--- config.mk ---
export PLATFORM = sky130hd
export DESIGN_NAME = cmd_arbiter
export DESIGN_NICKNAME = d
export VERILOG_FILES = /design/src/rtl/cart_pkg.sv /design/src/rtl/sync_2ff.sv /design/src/rtl/cmd_arbiter.sv
export SDC_FILE = /design/constraint.sdc
export NUM_CORES = 1
export LEC_CHECK = 0
export ABC_AREA = 1
export BUFFER_PORTS_ARGS = -buffer_cell sky130_fd_sc_hd__clkbuf_2
export CORE_MARGIN = 5
export CORE_UTILIZATION = 29
export DETAILED_ROUTE_END_ITERATION = 8
export GPL_ROUTABILITY_DRIVEN = 0
export SYNTH_ARGS = -nofsm -noshare
export SYNTH_HDL_FRONTEND = slang
export SYNTH_SLANG_ARGS = --single-unit
--- constraint.sdc ---
create_clock -name clk -period 3.74 [get_ports clk]
set_input_delay 0.561 -clock clk [delete_from_list [all_inputs] [get_ports clk]]
set_output_delay 0.561 -clock clk [all_outputs]
set_load 0.05 [all_outputs]
--- src/rtl/cart_pkg.sv ---
// Shared cart command codes and the command-arbiter state type.
package cart_pkg;

  typedef logic [31:0] cmd_t;

  localparam cmd_t CMD_ON     = 32'h45BAFF00;
  localparam cmd_t CMD_OFF    = 32'h46B9FF00;
  localparam cmd_t CMD_STOP   = 32'h619EFF00;
  localparam cmd_t CMD_FWD    = 32'h18E7FF00;
  localparam cmd_t CMD_REV    = 32'h52ADFF00;
  localparam cmd_t CMD_SPD_UP = 32'h09F6FF00;
  localparam cmd_t CMD_SPD_DN = 32'h07F8FF00;
  localparam cmd_t CMD_LEFT   = 32'h08F7FF00;
  localparam cmd_t CMD_RIGHT  = 32'h5AA5FF00;

  typedef enum logic [2:0] {
    S_IDLE,
    S_ISSUE,
    S_WAIT_HI,
    S_WAIT_LO,
    S_DONE
  } arb_state_t;

endpackage

--- src/rtl/sync_2ff.sv ---
// Two-flop synchroniser, async active-high reset to zero.
module sync_2ff #(
  parameter int unsigned W = 1
) (
  input  logic         clk,
  input  logic         rst,
  input  logic [W-1:0] d,
  output logic [W-1:0] q
);

  logic [W-1:0] meta;

  always_ff @(posedge clk or posedge rst) begin
    if (rst) begin
      meta <= '0;
      q    <= '0;
    end else begin
      meta <= d;
      q    <= meta;
    end
  end

endmodule

--- src/rtl/cmd_arbiter.sv ---
// Round-robin arbiter sharing the control block's ready/command/ack handshake
// between command sources, with handshake timeout and stop-command watchdog.
module cmd_arbiter
  import cart_pkg::*;
#(
  parameter int unsigned clk_hz       = 25000000,
  parameter int unsigned sclk_hz      = 256,
  parameter int unsigned NUM_SRC      = 3,
  parameter int unsigned TIMEOUT_SCLK = 4,
  parameter int unsigned WDOG_MS      = 500,
  parameter logic [31:0] STOP_CMD     = CMD_STOP
) (
  input  logic                           clk,
  input  logic                           rst,
  input  logic [NUM_SRC-1:0]             src_ready,
  input  logic [32*NUM_SRC-1:0]          src_command,
  output logic [NUM_SRC-1:0]             src_ack,
  output logic                           ctl_ready,
  output logic [31:0]                    ctl_command,
  input  logic                           ctl_ack,
  output logic [$clog2(NUM_SRC+1)-1:0]   grant_id,
  output logic                           busy,
  output logic                           timeout_err,
  output logic                           wdog_fired
);

  localparam int unsigned GW          = $clog2(NUM_SRC + 1);
  localparam int unsigned TIMEOUT_CYC = TIMEOUT_SCLK * clk_hz / sclk_hz;
  localparam int unsigned WDOG_CYC    = clk_hz / 1000 * WDOG_MS;
  localparam int unsigned TW          = (TIMEOUT_CYC > 1) ? $clog2(TIMEOUT_CYC) : 1;
  localparam int unsigned WW          = (WDOG_CYC > 1) ? $clog2(WDOG_CYC) : 1;
  localparam bit          WDOG_EN     = (WDOG_CYC != 0);

  arb_state_t              state, state_n;
  logic                    ack_s;
  logic [TW-1:0]           tcnt, tcnt_n;
  logic [WW-1:0]           wcnt, wcnt_n;
  logic                    wdog_pend, wdog_pend_n;
  logic [GW-1:0]           rr_ptr, rr_ptr_n;
  logic [GW-1:0]           grant_id_n;
  logic [31:0]             ctl_command_n;
  logic                    ctl_ready_n, timeout_err_n, wdog_fired_n;
  logic [NUM_SRC-1:0]      src_ack_n, ack_vec;
  logic [NUM_SRC-1:0][31:0] src_cmd_a;
  logic [GW-1:0]           cand, pick_idx;
  logic                    pick_vld;
  logic                    tmo_hit, wdog_hit;

  assign src_cmd_a = src_command;
  assign tmo_hit   = (tcnt == TW'(TIMEOUT_CYC - 1));
  assign wdog_hit  = (wcnt == WW'(WDOG_CYC - 1));

  sync_2ff #(.W(1)) u_ack_sync (
    .clk (clk),
    .rst (rst),
    .d   (ctl_ack),
    .q   (ack_s)
  );

  // First requesting source after rr_ptr, wrapping around.
  always_comb begin
    cand     = '0;
    pick_vld = 1'b0;
    pick_idx = '0;
    for (int unsigned k = 1; k <= NUM_SRC; k++) begin
      if (32'(rr_ptr) + k >= NUM_SRC) cand = GW'(32'(rr_ptr) + k - NUM_SRC);
      else                            cand = GW'(32'(rr_ptr) + k);
      if (!pick_vld && src_ready[cand]) begin
        pick_vld = 1'b1;
        pick_idx = cand;
      end
    end
  end

  // One-hot completion pulse; a watchdog grant matches no source.
  always_comb begin
    ack_vec = '0;
    for (int unsigned i = 0; i < NUM_SRC; i++) ack_vec[i] = (grant_id == GW'(i));
  end

  always_comb begin
    state_n       = state;
    tcnt_n        = tcnt;
    wcnt_n        = wcnt;
    wdog_pend_n   = wdog_pend;
    rr_ptr_n      = rr_ptr;
    grant_id_n    = grant_id;
    ctl_command_n = ctl_command;
    ctl_ready_n   = ctl_ready;
    src_ack_n     = '0;
    timeout_err_n = 1'b0;
    wdog_fired_n  = 1'b0;

    if (WDOG_EN && (state == S_IDLE) && !(|src_ready) && !wdog_pend) begin
      if (wdog_hit) begin
        wdog_pend_n = 1'b1;
        wcnt_n      = '0;
      end else begin
        wcnt_n = wcnt + WW'(1);
      end
    end

    case (state)
      S_IDLE: begin
        if (wdog_pend) begin
          grant_id_n    = GW'(NUM_SRC);
          ctl_command_n = STOP_CMD;
          wdog_fired_n  = 1'b1;
          wdog_pend_n   = 1'b0;
          state_n       = S_ISSUE;
        end else if (pick_vld) begin
          grant_id_n    = pick_idx;
          ctl_command_n = src_cmd_a[pick_idx];
          rr_ptr_n      = pick_idx;
          state_n       = S_ISSUE;
        end
      end
      S_ISSUE: begin
        ctl_ready_n = 1'b1;
        tcnt_n      = '0;
        state_n     = S_WAIT_HI;
      end
      S_WAIT_HI: begin
        if (ack_s) begin
          ctl_ready_n = 1'b0;
          tcnt_n      = '0;
          state_n     = S_WAIT_LO;
        end else if (tmo_hit) begin
          ctl_ready_n   = 1'b0;
          timeout_err_n = 1'b1;
          state_n       = S_IDLE;
        end else begin
          tcnt_n = tcnt + TW'(1);
        end
      end
      // Command already accepted here, so a stuck-high ack still completes.
      S_WAIT_LO: begin
        if (!ack_s) begin
          src_ack_n = ack_vec;
          state_n   = S_DONE;
        end else if (tmo_hit) begin
          timeout_err_n = 1'b1;
          src_ack_n     = ack_vec;
          state_n       = S_DONE;
        end else begin
          tcnt_n = tcnt + TW'(1);
        end
      end
      S_DONE: begin
        wcnt_n  = '0;
        state_n = S_IDLE;
      end
      default: state_n = S_IDLE;
    endcase
  end

  always_ff @(posedge clk or posedge rst) begin
    if (rst) begin
      state       <= S_IDLE;
      tcnt        <= '0;
      wcnt        <= '0;
      wdog_pend   <= 1'b0;
      rr_ptr      <= GW'(NUM_SRC - 1);
      grant_id    <= '0;
      ctl_command <= '0;
      ctl_ready   <= 1'b0;
      src_ack     <= '0;
      busy        <= 1'b0;
      timeout_err <= 1'b0;
      wdog_fired  <= 1'b0;
    end else begin
      state       <= state_n;
      tcnt        <= tcnt_n;
      wcnt        <= wcnt_n;
      wdog_pend   <= wdog_pend_n;
      rr_ptr      <= rr_ptr_n;
      grant_id    <= grant_id_n;
      ctl_command <= ctl_command_n;
      ctl_ready   <= ctl_ready_n;
      src_ack     <= src_ack_n;
      busy        <= (state_n != S_IDLE);
      timeout_err <= timeout_err_n;
      wdog_fired  <= wdog_fired_n;
    end
  end

endmodule

After elaboration in Yosys (flattened, before gate mapping) --
Index checks and enable logic that the tools add are counted.
Cells by class: order comparisons 7, add/sub/neg operators 8, eq/ne operators 10, bitwise operators 1, reduce and logical (&&, ||, !) cells 20, mux-type cells 51
Operators by type and width (count):
- 32-bit 2-to-1 mux | 3
- 24-bit 2-to-1 mux | 3
- 32-bit binary-select mux with 2-bit select | 1
- 19-bit 2-to-1 mux | 3
- 19-bit case mux with 3 select lines | 1
- 3-bit 2-to-1 mux | 9
- 24-bit by 1-bit adder with 24-bit output, second input constant | 1
- 24-bit equality test, second input constant | 1
- 19-bit by 1-bit adder with 19-bit output, second input constant | 1
- 19-bit equality test, second input constant | 1
- 1-bit 2-to-1 mux | 17
- 2-bit 2-to-1 mux | 8
- 2-bit by 3-bit less-than comparator with 1-bit output, second input constant | 4
- 3-bit case mux with 4 select lines | 1
- 3-bit by 2-bit >= comparator with 1-bit output, second input constant | 3
- 2-bit by 2-bit adder with 3-bit output, second input constant | 2
- 1-bit binary-select mux with 2-bit select | 3
- 3-bit by 2-bit equality test with 1-bit output, second input constant | 2
- 2-bit AND reduction | 3
- 2-bit nonzero test | 3
- 3-bit nonzero test | 2
- 2-bit subtractor, second input constant | 3
- 1-bit logical AND | 4
- 1-bit zero test | 4
- 13 further kinds | 14
Word-level totals: bits in registers 92, output and inout bits 41

Longest topological paths before layout --
depth after elaboration 16, gate-level depth with buffers 16, mapped depth without buffers 14

Hierarchy --
Synthesis repeated with hierarchy kept, for this count alone.
Unflattened totals: cells, all modules 779, area, all modules 5550.3 um2
Modules (own cells, without submodules):
- cmd_arbiter | cells each 776, instances 1, area each 5496.5 um2
- sync_2ff | cells each 3, instances 1, area each 53.8 um2

Least setup slack after synthesis --
Ideal clock, no wire load.
path kind register to register, start reg rr_ptr[1], end reg ctl_command[2], setup time 0.121 ns, cell stages (with the launch flop) 16, arrival time 2.020 ns, period minus slack after synthesis 2.141 ns, setup slack 1.599 ns, path through dfstp_2 > inv_1 > ha_1 > buf_6 > nor2_1 > nor2_1 > nand2_1 > nand2_1 > nor2_2 > nand2_2 > nand2_2 > buf_6 > buf_6 > nand2_1 > o211ai_1 > nand2_1
Between the ends: longest elaborated chain between the ends 16, elaborated cells on any way between the ends 34
Ends and longest elaborated chain:
- start, declared | line cmd_arbiter.sv:39 | logic [GW-1:0] rr_ptr, rr_ptr_n;
- start signal, assigned | line cmd_arbiter.sv:163 | rr_ptr <= GW'(NUM_SRC - 1);
- start signal, assigned | line cmd_arbiter.sv:176 | rr_ptr <= rr_ptr_n;
- 2-bit by 1-bit adder with 3-bit output | line cmd_arbiter.sv:66, cmd_arbiter.sv:67
- 3-bit by 2-bit >= comparator with 1-bit output or 2-bit subtractor (tied branches) | line cmd_arbiter.sv:66 | if (32'(rr_ptr) + k >= NUM_SRC) cand = GW'(32'(rr_ptr) + k - NUM_SRC);
- 2-bit 2-to-1 mux | line cmd_arbiter.sv:66
- 1-bit binary-select mux with 2-bit select | line cmd_arbiter.sv:68 | if (!pick_vld && src_ready[cand]) begin
- 1-bit 2-to-1 mux (not written as such) | line cmd_arbiter.sv:68
- 1-bit 2-to-1 mux | line cmd_arbiter.sv:68
- 1-bit zero test | line cmd_arbiter.sv:68
- 1-bit logical AND | line cmd_arbiter.sv:68
- 1-bit 2-to-1 mux | line cmd_arbiter.sv:68
- 1-bit zero test | line cmd_arbiter.sv:68
- 1-bit logical AND | line cmd_arbiter.sv:68
- 2-bit 2-to-1 mux | line cmd_arbiter.sv:68
- 32-bit binary-select mux with 2-bit select | line cmd_arbiter.sv:113 | ctl_command_n = src_cmd_a[pick_idx];
- 32-bit 2-to-1 mux (not written as such) | line cmd_arbiter.sv:113
- 32-bit 2-to-1 mux | line cmd_arbiter.sv:111 | end else if (pick_vld) begin
- 32-bit 2-to-1 mux | line cmd_arbiter.sv:105 | if (wdog_pend) begin
- end signal, assigned | line cmd_arbiter.sv:178 | ctl_command <= ctl_command_n;
- end, declared | line cmd_arbiter.sv:19 | output logic [31:0] ctl_command,
Several ways; a longest one is shown, not always the timed one. The select of a mux whose other input is x is not followed. A chain may end at the register's enable or synchronous reset.

Final worst setup path --
start reg rr_ptr[1], end reg ctl_command[26]
The elaborated chain is that of the path after synthesis.

==> impl_metrics.json <==
{
  "hold_slack_ps": 264,
  "fin_crit_ps": 3060,
  "routed_wl_mm": 16.7,
  "cts_tree": "built",
  "cts-resized-gates": 0,
  "p_sw_share_pct": 55.0,
  "grt_remaining_overflow": 0,
  "avgSynthCellArea_sq_um": 6.79,
  "syn_inst": 849,
  "final_common_cell": "nand2_1",
  "drtIter0Drc": 350,
  "dp_hpwl_mm": 12.9,
  "final_cell_mix": "nand2_1, inv_1, clkbuf_2",
  "drc": 0,
  "syn_nets": 957,
  "crit_top_cell": "nand2_1",
  "grt_pass1_vias": 5722,
  "path_clk_slew_ps": 70,
  "vias_per_cell": 4.67,
  "clkPwrFrac_pct": 14.7,
  "skew_ps": 16.0,
  "grt_start_max_net_pins": 50,
  "design.core.area_sq_um": 19500,
  "max_freq_mhz": 327,
  "finalMaxSlewViolations": 0,
  "num_rows": 51,
  "leakagePower_nw": 3.72,
  "crit_fanout": 49,
  "outcome": "completed",
  "syn-cell-area_sq_um": 5770,
  "pin_count": 143,
  "synth_top_area_cell": "dfrtp_1",
  "rsz0062_at_grt": "no",
  "slew_headroom_pct": 27.5,
  "yosysSeqAreaShare_pct": 39.9,
  "drive_above_1_share_pct": 18.3,
  "die-height_microns": 151,
  "combPwrFrac_pct": 60.8,
  "synth_top_area_share_pct": 39.5,
  "vdd_drop_max_mv": 0.441,
  "cts_made_buffers": 9,
  "required_ps": 3980,
  "wl_per_cell_microns": 13.3,
  "cts_setup_buffers": 0,
  "hold_path.class": "input pin to asynchronous set/reset pin",
  "finalSetupViolations": 0,
  "clock_path_buffers": 2,
  "ant_nets": 0,
  "dieWidth_microns": 151,
  "yosysUniqueCellTypes": 38,
  "p_seq_share_pct": 24.4,
  "grt_first_pass_wirelength_mm": 27.9,
  "cp_slowest_cell": "nand2_2",
  "fin_crit_sh_pct": 81.9,
  "max_cap_viol_count": 0,
  "p_int_mw": 2.76,
  "cts.htree.levels": 3,
  "cts-hold-fix-buffers": 0,
  "cp_cell_sequence": "inv_1 -> ha_1 -> nor2_1 -> nor2_1 -> nand2_1 -> nand2_1 -> nor2_2 -> nand2_2 -> nand2_2 -> or2_1 -> nand3_1 -> nand2_1",
  "cts_sinks": 92,
  "syn2layout_area_growth_pct": 21.3,
  "synth.area.top_cells": "dfrtp_1, nand2_1, inv_1",
  "yosysWarnings": 0,
  "cellPowerDensity_nw_per_um2": 877,
  "crit_buf_inv": 1,
  "antenna_cells": 0,
  "arrival_ps": 3300,
  "critPathKind": "register to register",
  "clk_latency_ps": 360,
  "hold_viol_final": 0,
  "initial_utilization_pct": 29.5,
  "worst_slew_pin_slew_ps": 1090,
  "antenna_found_initial": 0,
  "power_switching_mw": 3.37,
  "firstDrtPassIters": 5,
  "root_buffer": "clkbuf_16",
  "max_stage_delay_ps": 560,
  "ys_ff_latch": 92,
  "portBuffers": 142,
  "critical-path-top-delay-family": "simple AND/OR/NAND/NOR gates",
  "vias": 5848,
  "tns_ps": 0,
  "nets": 1091,
  "grt_use_total_pct": 15.3,
  "die-area_sq_um": 22800,
  "crit_path_end_kind": "register",
  "start_kind": "register"
}
worst reg2reg max path: cells and delay by family (launching register included):
kind	cells	cell delay (ps)
flops	1	530
fa+ha+maj	1	450
buf+inv	1	60
simple gates	10	1910
area by class of cell:
| type | instances | area, sq um |
|---|---|---|
| fill | 2119 | 12500 |
| clock inverter | 6 | 53.8 |
| tap | 265 | 332 |
| inverter | 156 | 588 |
| timing repair buffer | 147 | 748 |
| multi-input combinational | 577 | 2730 |
| sequential | 92 | 2300 |
| clock buffer | 10 | 239 |
routing by layer:
| layer | track usage (%) | wire length, microns |
|---|---|---|
| met1 | 20.1 | 7580 |
| met2 | 23.9 | 7560 |
| met3 | 4.46 | 1210 |
| met4 | 5.21 | 324 |
| met5 | 0 | 0 |
synth_stat cells:
cell type and count:
nor2_2 1, nand2_2 4, ha_1 6, a211oi_1 1
and3_1 1, a21o_1 1, o2111ai_1 1, dfstp_2 1
a21boi_0 1, nand4_1 25, a2111oi_0 2, or2_0 2
o21ai_1 4, inv_1 149, or2_1 9, buf_6 3
buf_4 3, a31oi_1 1, o21ai_0 27, inv_2 7
dfrtp_1 91, buf_2 17, a21oi_1 72, nand2_1 180
o211ai_1 6, nor3_1 24, nand3b_1 1, nor4_1 2
nand3_2 2, or2_2 1, nor2_1 100, o21ai_2 1
a2bb2oi_1 2, xor2_1 8, xnor2_1 1, o22ai_1 2
clkbuf_1 1, nand3_1 89
sequential cells by signal, indices dropped and copies added, names as in the netlist:
register,cells
wcnt,24
ctl_command,32
grant_id,2
wdog_pend,1
ctl_ready,1
src_ack,3
rr_ptr,2
timeout_err,1
u_ack_sync.q,1
wdog_fired,1
tcnt,19
state,3
busy,1
u_ack_sync.meta,1
metrics by stage:
stage,utilization [%],cells,area (sq um),power (mW),setup slack [ps]
after floorplan,-,849,5770,4.48,789
after global placement,34.3,1237,6710,5.25,783
after global routing,35.8,1253,7000,6.71,399
after CTS,35.8,1253,7000,6.21,689
final,35.8,1253,7000,6.14,678
after detailed placement,34.3,1237,6710,5.27,714
power by group through the flow:
stage	Sequential [mW]	Clock (mW)	Combinational [mW]
after floorplan	2.12	0	2.36
after CTS	1.50	0.943	3.77
final	1.50	0.905	3.74
after global placement	1.52	0	3.73
after detailed placement	1.51	0	3.76
after global routing	1.53	0.986	4.20
path summary, 6_finish.rpt:
check	startpoint	end	slack, ps	cells after the start
worst max-delay path	rr_ptr[1]	ctl_command[26]	680	12
worst min-delay path	rst	ctl_command[25]	260	2
worst max register to register	rr_ptr[1]	ctl_command[26]	680	12
worst min register to register	u_ack_sync.meta	u_ack_sync.q	390	0
max in group asynchronous	rst	rr_ptr[1]	2670	3
min in group clk	ctl_ack	u_ack_sync.meta	330	1
cells by family (layout without fill, tap and decap cells):
logic type      count (synthesis)  in the layout  share of synthesized area, %
flops                          92             92                          39.9
fa+ha+maj                       6              6                          1.30
xor+xnor                        9              9                          1.37
buf+inv                       180            319                          12.7
simple gates                  441            441                          33.4
compound gates                121            121                          11.3
Power figures use the tool's default switching activity.
